File: src/rtl/csr_trap_unit_if.sv
// Request/response bundle between decode/execute and the machine-mode CSR/trap unit.
// master: upstream pipeline stage; slave: csr_trap_unit.
interface csr_trap_unit_if #(
  parameter int unsigned XLEN = 64
);
  logic            req_valid;
  logic            req_ready;
  logic [XLEN-1:0] req_pc;
  logic [31:0]     req_inst;
  logic [XLEN-1:0] req_rs1;
  logic            req_expt_valid;
  logic [XLEN-1:0] req_expt_cause;
  logic [XLEN-1:0] req_expt_value;
  logic            rsp_valid;
  logic [XLEN-1:0] rsp_rdata;
  logic            redirect_valid;
  logic [XLEN-1:0] redirect_pc;

  modport master (
    output req_valid, req_pc, req_inst, req_rs1, req_expt_valid, req_expt_cause,
           req_expt_value,
    input  req_ready, rsp_valid, rsp_rdata, redirect_valid, redirect_pc
  );

  modport slave (
    input  req_valid, req_pc, req_inst, req_rs1, req_expt_valid, req_expt_cause,
           req_expt_value,
    output req_ready, rsp_valid, rsp_rdata, redirect_valid, redirect_pc
  );
endinterface

File: src/rtl/csr_trap_unit.sv
// Machine-mode CSR file (mtvec, mepc, mcause, mtval) and trap/MRET sequencer.
// Two-state handshake: accept in IDLE, respond for one cycle in BUSY.
// Optional feature: define CSR_MCYCLE_EN to add a free-running 64-bit mcycle at 0xB00.
module csr_trap_unit #(
  parameter int unsigned XLEN = 64
) (
  input logic            clk,
  input logic            rst_n,
  csr_trap_unit_if.slave bus
);

  localparam logic [0:0]  StIdle     = 1'b0;
  localparam logic [0:0]  StBusy     = 1'b1;
  localparam logic [6:0]  OpSystem   = 7'h73;
  localparam logic [31:0] InstEcall  = 32'h0000_0073;
  localparam logic [31:0] InstEbreak = 32'h0010_0073;
  localparam logic [31:0] InstMret   = 32'h3020_0073;
  localparam logic [11:0] CsrMtvec   = 12'h305;
  localparam logic [11:0] CsrMepc    = 12'h341;
  localparam logic [11:0] CsrMcause  = 12'h342;
  localparam logic [11:0] CsrMtval   = 12'h343;
`ifdef CSR_MCYCLE_EN
  localparam logic [11:0] CsrMcycle  = 12'hB00;
`endif
  localparam logic [XLEN-1:0] CauseIllegal = XLEN'(2);
  localparam logic [XLEN-1:0] CauseBreak   = XLEN'(3);
  localparam logic [XLEN-1:0] CauseEcallM  = XLEN'(11);

  logic [0:0]      state_q, state_d;
  logic [XLEN-1:0] pc_q, rs1_q, expt_cause_q, expt_value_q;
  logic [31:0]     inst_q;
  logic            expt_valid_q;
  logic [XLEN-1:0] mtvec_q, mepc_q, mcause_q, mtval_q;
`ifdef CSR_MCYCLE_EN
  logic [63:0]     mcycle_q;
`endif

  logic            accept, busy;
  logic [2:0]      funct3;
  logic [11:0]     csr_addr;
  logic [4:0]      uimm;
  logic            csr_impl, is_trap, is_mret, is_csr, csr_wr_en;
  logic [XLEN-1:0] csr_old, operand, csr_wdata, trap_cause, trap_value;

  assign bus.req_ready = (state_q == StIdle) && rst_n;
  assign accept        = bus.req_valid && bus.req_ready;
  assign busy          = (state_q == StBusy);
  assign funct3        = inst_q[14:12];
  assign csr_addr      = inst_q[31:20];
  assign uimm          = inst_q[19:15];

  // Next-state: IDLE -> BUSY on acceptance, BUSY always falls back to IDLE.
  always_comb begin
    state_d = state_q;
    case (state_q)
      StIdle:  if (accept) state_d = StBusy;
      default: state_d = StIdle;
    endcase
  end

  // State and captured request; upstream may drop req_* right after acceptance.
  always_ff @(posedge clk) begin
    if (!rst_n) begin
      state_q      <= StIdle;
      pc_q         <= '0;
      inst_q       <= '0;
      rs1_q        <= '0;
      expt_valid_q <= 1'b0;
      expt_cause_q <= '0;
      expt_value_q <= '0;
    end else begin
      state_q <= state_d;
      if (accept) begin
        pc_q         <= bus.req_pc;
        inst_q       <= bus.req_inst;
        rs1_q        <= bus.req_rs1;
        expt_valid_q <= bus.req_expt_valid;
        expt_cause_q <= bus.req_expt_cause;
        expt_value_q <= bus.req_expt_value;
      end
    end
  end

  // CSR read mux and prioritised decode of the captured instruction.
  always_comb begin
    csr_impl   = 1'b0;
    csr_old    = '0;
    is_trap    = 1'b0;
    is_mret    = 1'b0;
    is_csr     = 1'b0;
    trap_cause = '0;
    trap_value = '0;
    case (csr_addr)
      CsrMtvec:  begin csr_impl = 1'b1; csr_old = mtvec_q;  end
      CsrMepc:   begin csr_impl = 1'b1; csr_old = mepc_q;   end
      CsrMcause: begin csr_impl = 1'b1; csr_old = mcause_q; end
      CsrMtval:  begin csr_impl = 1'b1; csr_old = mtval_q;  end
`ifdef CSR_MCYCLE_EN
      CsrMcycle: begin csr_impl = 1'b1; csr_old = XLEN'(mcycle_q); end
`endif
      default: ;
    endcase
    if (expt_valid_q) begin
      is_trap    = 1'b1;
      trap_cause = expt_cause_q;
      trap_value = expt_value_q;
    end else if (inst_q[6:0] != OpSystem) begin
      // Non-SYSTEM opcodes complete as a silent no-op.
    end else if (inst_q == InstEcall) begin
      is_trap    = 1'b1;
      trap_cause = CauseEcallM;
    end else if (inst_q == InstEbreak) begin
      is_trap    = 1'b1;
      trap_cause = CauseBreak;
      trap_value = pc_q;
    end else if (inst_q == InstMret) begin
      is_mret = 1'b1;
    end else if ((funct3 == 3'b000) || (funct3 == 3'b100) || !csr_impl) begin
      is_trap    = 1'b1;
      trap_cause = CauseIllegal;
      trap_value = XLEN'(inst_q);
    end else begin
      is_csr = 1'b1;
    end
  end

  // Zicsr write data; set/clear with a zero rs1/uimm field leaves the CSR untouched.
  always_comb begin
    operand   = funct3[2] ? XLEN'(uimm) : rs1_q;
    csr_wdata = operand;
    case (funct3[1:0])
      2'b10:   csr_wdata = csr_old | operand;
      2'b11:   csr_wdata = csr_old & ~operand;
      default: csr_wdata = operand;
    endcase
    csr_wr_en = is_csr && ((funct3[1:0] == 2'b01) || (uimm != 5'd0));
  end

  // Architectural CSR update at the end of BUSY; a trap suppresses the instruction's write.
  always_ff @(posedge clk) begin
    if (!rst_n) begin
      mtvec_q  <= '0;
      mepc_q   <= '0;
      mcause_q <= '0;
      mtval_q  <= '0;
    end else if (busy) begin
      if (is_trap) begin
        mepc_q   <= {pc_q[XLEN-1:2], 2'b00};
        mcause_q <= trap_cause;
        mtval_q  <= trap_value;
      end else if (csr_wr_en) begin
        case (csr_addr)
          CsrMtvec:  mtvec_q  <= {csr_wdata[XLEN-1:2], 2'b00};
          CsrMepc:   mepc_q   <= {csr_wdata[XLEN-1:2], 2'b00};
          CsrMcause: mcause_q <= csr_wdata;
          CsrMtval:  mtval_q  <= csr_wdata;
          default: ;
        endcase
      end
    end
  end

`ifdef CSR_MCYCLE_EN
  // Free-running cycle counter; an explicit write replaces that cycle's increment.
  always_ff @(posedge clk) begin
    if (!rst_n) begin
      mcycle_q <= '0;
    end else if (busy && csr_wr_en && (csr_addr == CsrMcycle)) begin
      mcycle_q <= 64'(csr_wdata);
    end else begin
      mcycle_q <= mcycle_q + 64'd1;
    end
  end
`endif

  assign bus.rsp_valid      = busy;
  assign bus.rsp_rdata      = (busy && is_csr) ? csr_old : '0;
  assign bus.redirect_valid = busy && (is_trap || is_mret);

  // Redirect target: trap vector or saved return PC, zero when idle.
  always_comb begin
    bus.redirect_pc = '0;
    if (busy && is_trap)      bus.redirect_pc = mtvec_q;
    else if (busy && is_mret) bus.redirect_pc = mepc_q;
  end

endmodule

File: src/flat_wrapper.sv
// flat-port wrapper written by rule: the top's interface ports become plain ports
module csr_trap_unit_flat 
#(
  parameter int unsigned XLEN = 64
)
  (clk, rst_n, bus_req_valid, bus_req_pc, bus_req_inst, bus_req_rs1, bus_req_expt_valid, bus_req_expt_cause, bus_req_expt_value, bus_req_ready, bus_rsp_valid, bus_rsp_rdata, bus_redirect_valid, bus_redirect_pc);
  csr_trap_unit_if #(.XLEN(XLEN)) bus_i ();
  input logic clk;
  input logic rst_n;
  input wire logic [$bits(bus_i.req_valid)-1:0] bus_req_valid;
  input wire logic [$bits(bus_i.req_pc)-1:0] bus_req_pc;
  input wire logic [$bits(bus_i.req_inst)-1:0] bus_req_inst;
  input wire logic [$bits(bus_i.req_rs1)-1:0] bus_req_rs1;
  input wire logic [$bits(bus_i.req_expt_valid)-1:0] bus_req_expt_valid;
  input wire logic [$bits(bus_i.req_expt_cause)-1:0] bus_req_expt_cause;
  input wire logic [$bits(bus_i.req_expt_value)-1:0] bus_req_expt_value;
  output wire logic [$bits(bus_i.req_ready)-1:0] bus_req_ready;
  output wire logic [$bits(bus_i.rsp_valid)-1:0] bus_rsp_valid;
  output wire logic [$bits(bus_i.rsp_rdata)-1:0] bus_rsp_rdata;
  output wire logic [$bits(bus_i.redirect_valid)-1:0] bus_redirect_valid;
  output wire logic [$bits(bus_i.redirect_pc)-1:0] bus_redirect_pc;
  assign bus_i.req_valid = bus_req_valid;
  assign bus_i.req_pc = bus_req_pc;
  assign bus_i.req_inst = bus_req_inst;
  assign bus_i.req_rs1 = bus_req_rs1;
  assign bus_i.req_expt_valid = bus_req_expt_valid;
  assign bus_i.req_expt_cause = bus_req_expt_cause;
  assign bus_i.req_expt_value = bus_req_expt_value;
  assign bus_req_ready = bus_i.req_ready;
  assign bus_rsp_valid = bus_i.rsp_valid;
  assign bus_rsp_rdata = bus_i.rsp_rdata;
  assign bus_redirect_valid = bus_i.redirect_valid;
  assign bus_redirect_pc = bus_i.redirect_pc;
  csr_trap_unit #(.XLEN(XLEN)) u_core (.clk(clk), .rst_n(rst_n), .bus(bus_i));
endmodule
File: config.mk
export PLATFORM = sky130hd
export DESIGN_NAME = csr_trap_unit_flat
export DESIGN_NICKNAME = d
export VERILOG_FILES = /design/src/rtl/csr_trap_unit_if.sv /design/src/rtl/csr_trap_unit.sv /design/src/flat_wrapper.sv
export SDC_FILE = /design/constraint.sdc
export NUM_CORES = 2
export LEC_CHECK = 0
export BUFFER_PORTS_ARGS = -buffer_cell sky130_fd_sc_hd__buf_2
export CELL_PAD_IN_SITES_DETAIL_PLACEMENT = 2
export CELL_PAD_IN_SITES_GLOBAL_PLACEMENT = 2
export CORE_UTILIZATION = 30
export CTS_BUF_LIST = sky130_fd_sc_hd__clkbuf_8
export CTS_CLUSTER_DIAMETER = 200
export DETAILED_ROUTE_END_ITERATION = 6
export GPL_ROUTABILITY_DRIVEN = 0
export PLACE_DENSITY_LB_ADDON = 0.1
export SYNTH_ARGS = -nofsm -noshare
export SYNTH_HDL_FRONTEND = slang
export SYNTH_SLANG_ARGS = --single-unit
File: constraint.sdc
create_clock -name clk -period 4.2 [get_ports clk]
set_clock_uncertainty 0.05 [all_clocks]
set_input_delay 0.21 -clock clk [delete_from_list [all_inputs] [get_ports clk]]
set_output_delay 0.21 -clock clk [all_outputs]
set_load 0.02 [all_outputs]
==> out/summary.txt <==
Simple-Gate Fraction of Synth Area: 0.196
Relative slew margins: 0.163
Starting Density: 0.305
FF-to-FF setup slack: 0.46 ns
Worst min path class: in2reg
CP endpoint kind: output port
Crit path kind: reg2out
GRT Residual Overflow: 0
Leakage: 0.0125 uW
Synth Cell Area: 24,300 um^2
Die width: 286 um
Register area share after synthesis: 0.447
Max VDD drop: 0.218 mV
Clock sink count: 542
Tmin final: 4.04 ns
Overall routed net length: 128,000 um
Endpoints failing hold: 0
CP max FO: 37
Via count: 27,100
Total GRT Usage: 0.305
Status: complete, no violations
Largest net degree at the start of global routing: 188
Mux share of post-synthesis cell area: 0.0303
Post-synth top cells: nand2_1 (728), dfxtp_1 (542), o21ai_0 (457), clkbuf_1 (218), nor2_1 (170)
Min Hold Slack: 0.0929 ns
Core Rows: 103
Critical path cell sequence: or4_4, nor4_2, nand2_1, nor4_4, buf_4, a22o_1, buf_2
Worst EP required: 3.94 ns
Post-synth top area share: 0.447
Leading area contributor after synthesis: dfxtp_1
Nets: 4,031
Core ar.: 79,500 um^2
Clock buffer depth: 3
# hold bufs at CTS: 333
Fillers: 8,918
Post-CTS Setup Inserts: 0
# IOs: 423
Largest family of logic cells by synthesized area: compound AO/OA/AOI/OAI gates
Setup TNS: 0 ns
Antenna violation net count after detailed routing: 0
Slowest CP cell: buf_4
Worst Tran Pin Value: 1.25 ns
Synthesized flop and latch total: 542
CTS tree: done
DR pass1 iterations: 5
Clk_lat worst skew: 0.71 ns
Mean routed wirelength per cell: 26.3 um
Syn Inst Count: 3,101
CTS Buf Count: 100
Ranking of synthesized cells by area: dfxtp_1 (45%), nand2_1 (11%), o21ai_0 (9.4%), a22o_1 (3.8%), clkbuf_1 (3.4%)
Top-count cell post-synth: nand2_1
Post-DR vias/cell: 5.56
Antenna violations before repair: 7
CTS resizes: 0
Vias in the first global route: 30,300
Setup-failing EPs final: 0
Share of layout cells above drive strength 1: 0.182
CTS clock-pin slew for the worst setup and hold paths: 0.06 ns
CP peak stage delay: 0.65 ns
Synthesis-to-finish area growth: 34.7%
Synth cell types: 62
Most used DFF post-synth: dfxtp_1
Fin. max-slew vios: 0
Die ar.: 82,100 um^2
Period Utilization, post-route: 0.961
Post-synth ARST share: 0
Post-DP HPWL: 77,700 um
RSZ-0062 raised after global routing: false
H-tree levels: 3
Power Dens Cells: 374 nW/um^2
Drt drc: 0
Post-synthesis compound-gate area fraction: 0.278
Synth Area in XOR/XNOR: 0
IO Port Bufs: 420
Die Y-Extent: 286 um
Post-Syn Area per Cell: 7.83 um^2
FMAX: 248 MHz
Post-synth EDFFs: 0
Global-route wire length before repair: 190,000 um
Clock root cell: clkbuf_8
Critical path launch point type: register
Synthesis Warnings: 0
First DRT Iteration DRCs: 1,418
Max-cap viol count: 0
Worst path arrival time: 3.78 ns
Adder-cell share of the synthesized area: 0
==> flip-flops by register name, indices dropped and copies added (netlist names) <==
register	count
u_core.expt_value_q	64
u_core.mtval_q	64
u_core.expt_valid_q	1
u_core.pc_q	64
u_core.expt_cause_q	64
u_core.mepc_q	62
u_core.inst_q	32
u_core.mtvec_q	62
u_core.bus.rsp_valid	1
u_core.mcause_q	64
u_core.rs1_q	64
==> through the flow <==
step                 util  setup slack (ns)  cell area, um^2  cells  power [uW]
floorplan               -              1.41            24300   3102        6320
global placement    0.345             0.399            27400   4354        6910
detailed placement  0.345             0.426            27400   4354        6960
CTS                 0.411             0.183            32700   4864       12300
global route        0.411           0.00227            32700   4869       12700
finish              0.411             0.162            32700   4870       12200
==> worst max-delay path: cells and delay by family, from the launching register on <==
| family | cells | cell delay, ns |
|---|---|---|
| flip-flops | 1 | 0.45 |
| buffers and inverters | 2 | 0.86 |
| AO/OA/AOI/OAI | 1 | 0.38 |
| AND/OR/NAND/NOR | 4 | 1.35 |
==> logic make-up (layout without fill, tap and decap cells) <==
family,Yosys count,after routing
other,1,8
flip-flops,542,542
AND/OR/NAND/NOR,1102,1102
buffers and inverters,292,1004
AO/OA/AOI/OAI,1094,1094
multiplexers,70,70
==> placed cells by master, fill, tap and decap left out, drive strengths merged, types with 6 or more instances in the layout <==
cell type,n
o21a,8
diode,6
clkbuf,124
mux2i,42
o22a,12
nor2b,37
clkinv,9
a211oi,64
mux2,28
nor3,19
a221oi,35
and2,16
a22o,104
o21ai,459
dlygate4sd3,333
nand2,728
buf,489
nor2,172
a22oi,70
o22ai,49
a31oi,116
dfxtp,542
inv,46
a2111oi,14
nor4,9
a21oi,145
nand2b,94
==> path summary, 6_finish.rpt <==
| check | startpoint | to | cells past startpoint |
|---|---|---|---|
| max reg2reg | u_core.inst_q[22]$_SDFFE_PN0P_ | u_core.mtval_q[26]$_SDFFE_PN0P_ | 7 |
| min reg2reg | u_core.expt_cause_q[50]$_SDFFE_PN0P_ | u_core.mcause_q[50]$_SDFFE_PN0P_ | 2 |
| min | bus_req_valid | u_core.expt_cause_q[5]$_SDFFE_PN0P_ | 3 |
| max | u_core.inst_q[18]$_SDFFE_PN0P_ | bus_redirect_pc[4] | 7 |
==> layout make-up <==
class / count / area (um^2) / share of cell area
diodes: 6 / 15.0 / 0.000459
inverters: 5 / 21.3 / 0.000651
clock inverters: 53 / 244 / 0.00746
repair buffers: 822 / 6150 / 0.188
well taps: 1050 / 1310 / 0.0402
clock buffers: 124 / 1710 / 0.0522
flip-flops and latches: 542 / 10900 / 0.332
multi-input cells: 2268 / 12400 / 0.379
==> report_power, final <==
group	internal (uW)	total [uW]	switching, uW
clock network	2700	5090	2390
registers	5400	5630	226
logic	618	1520	899
==> per-layer routing <==
metal	vias to the layer above	routed length, um	global-route usage
li1	12200	-	-
met1	13800	52200	0.354
met2	828	64800	0.554
met3	296	5240	0.0393
met4	0	5760	0.141
met5	-	0	0
(Power assumes the default switching activity.)
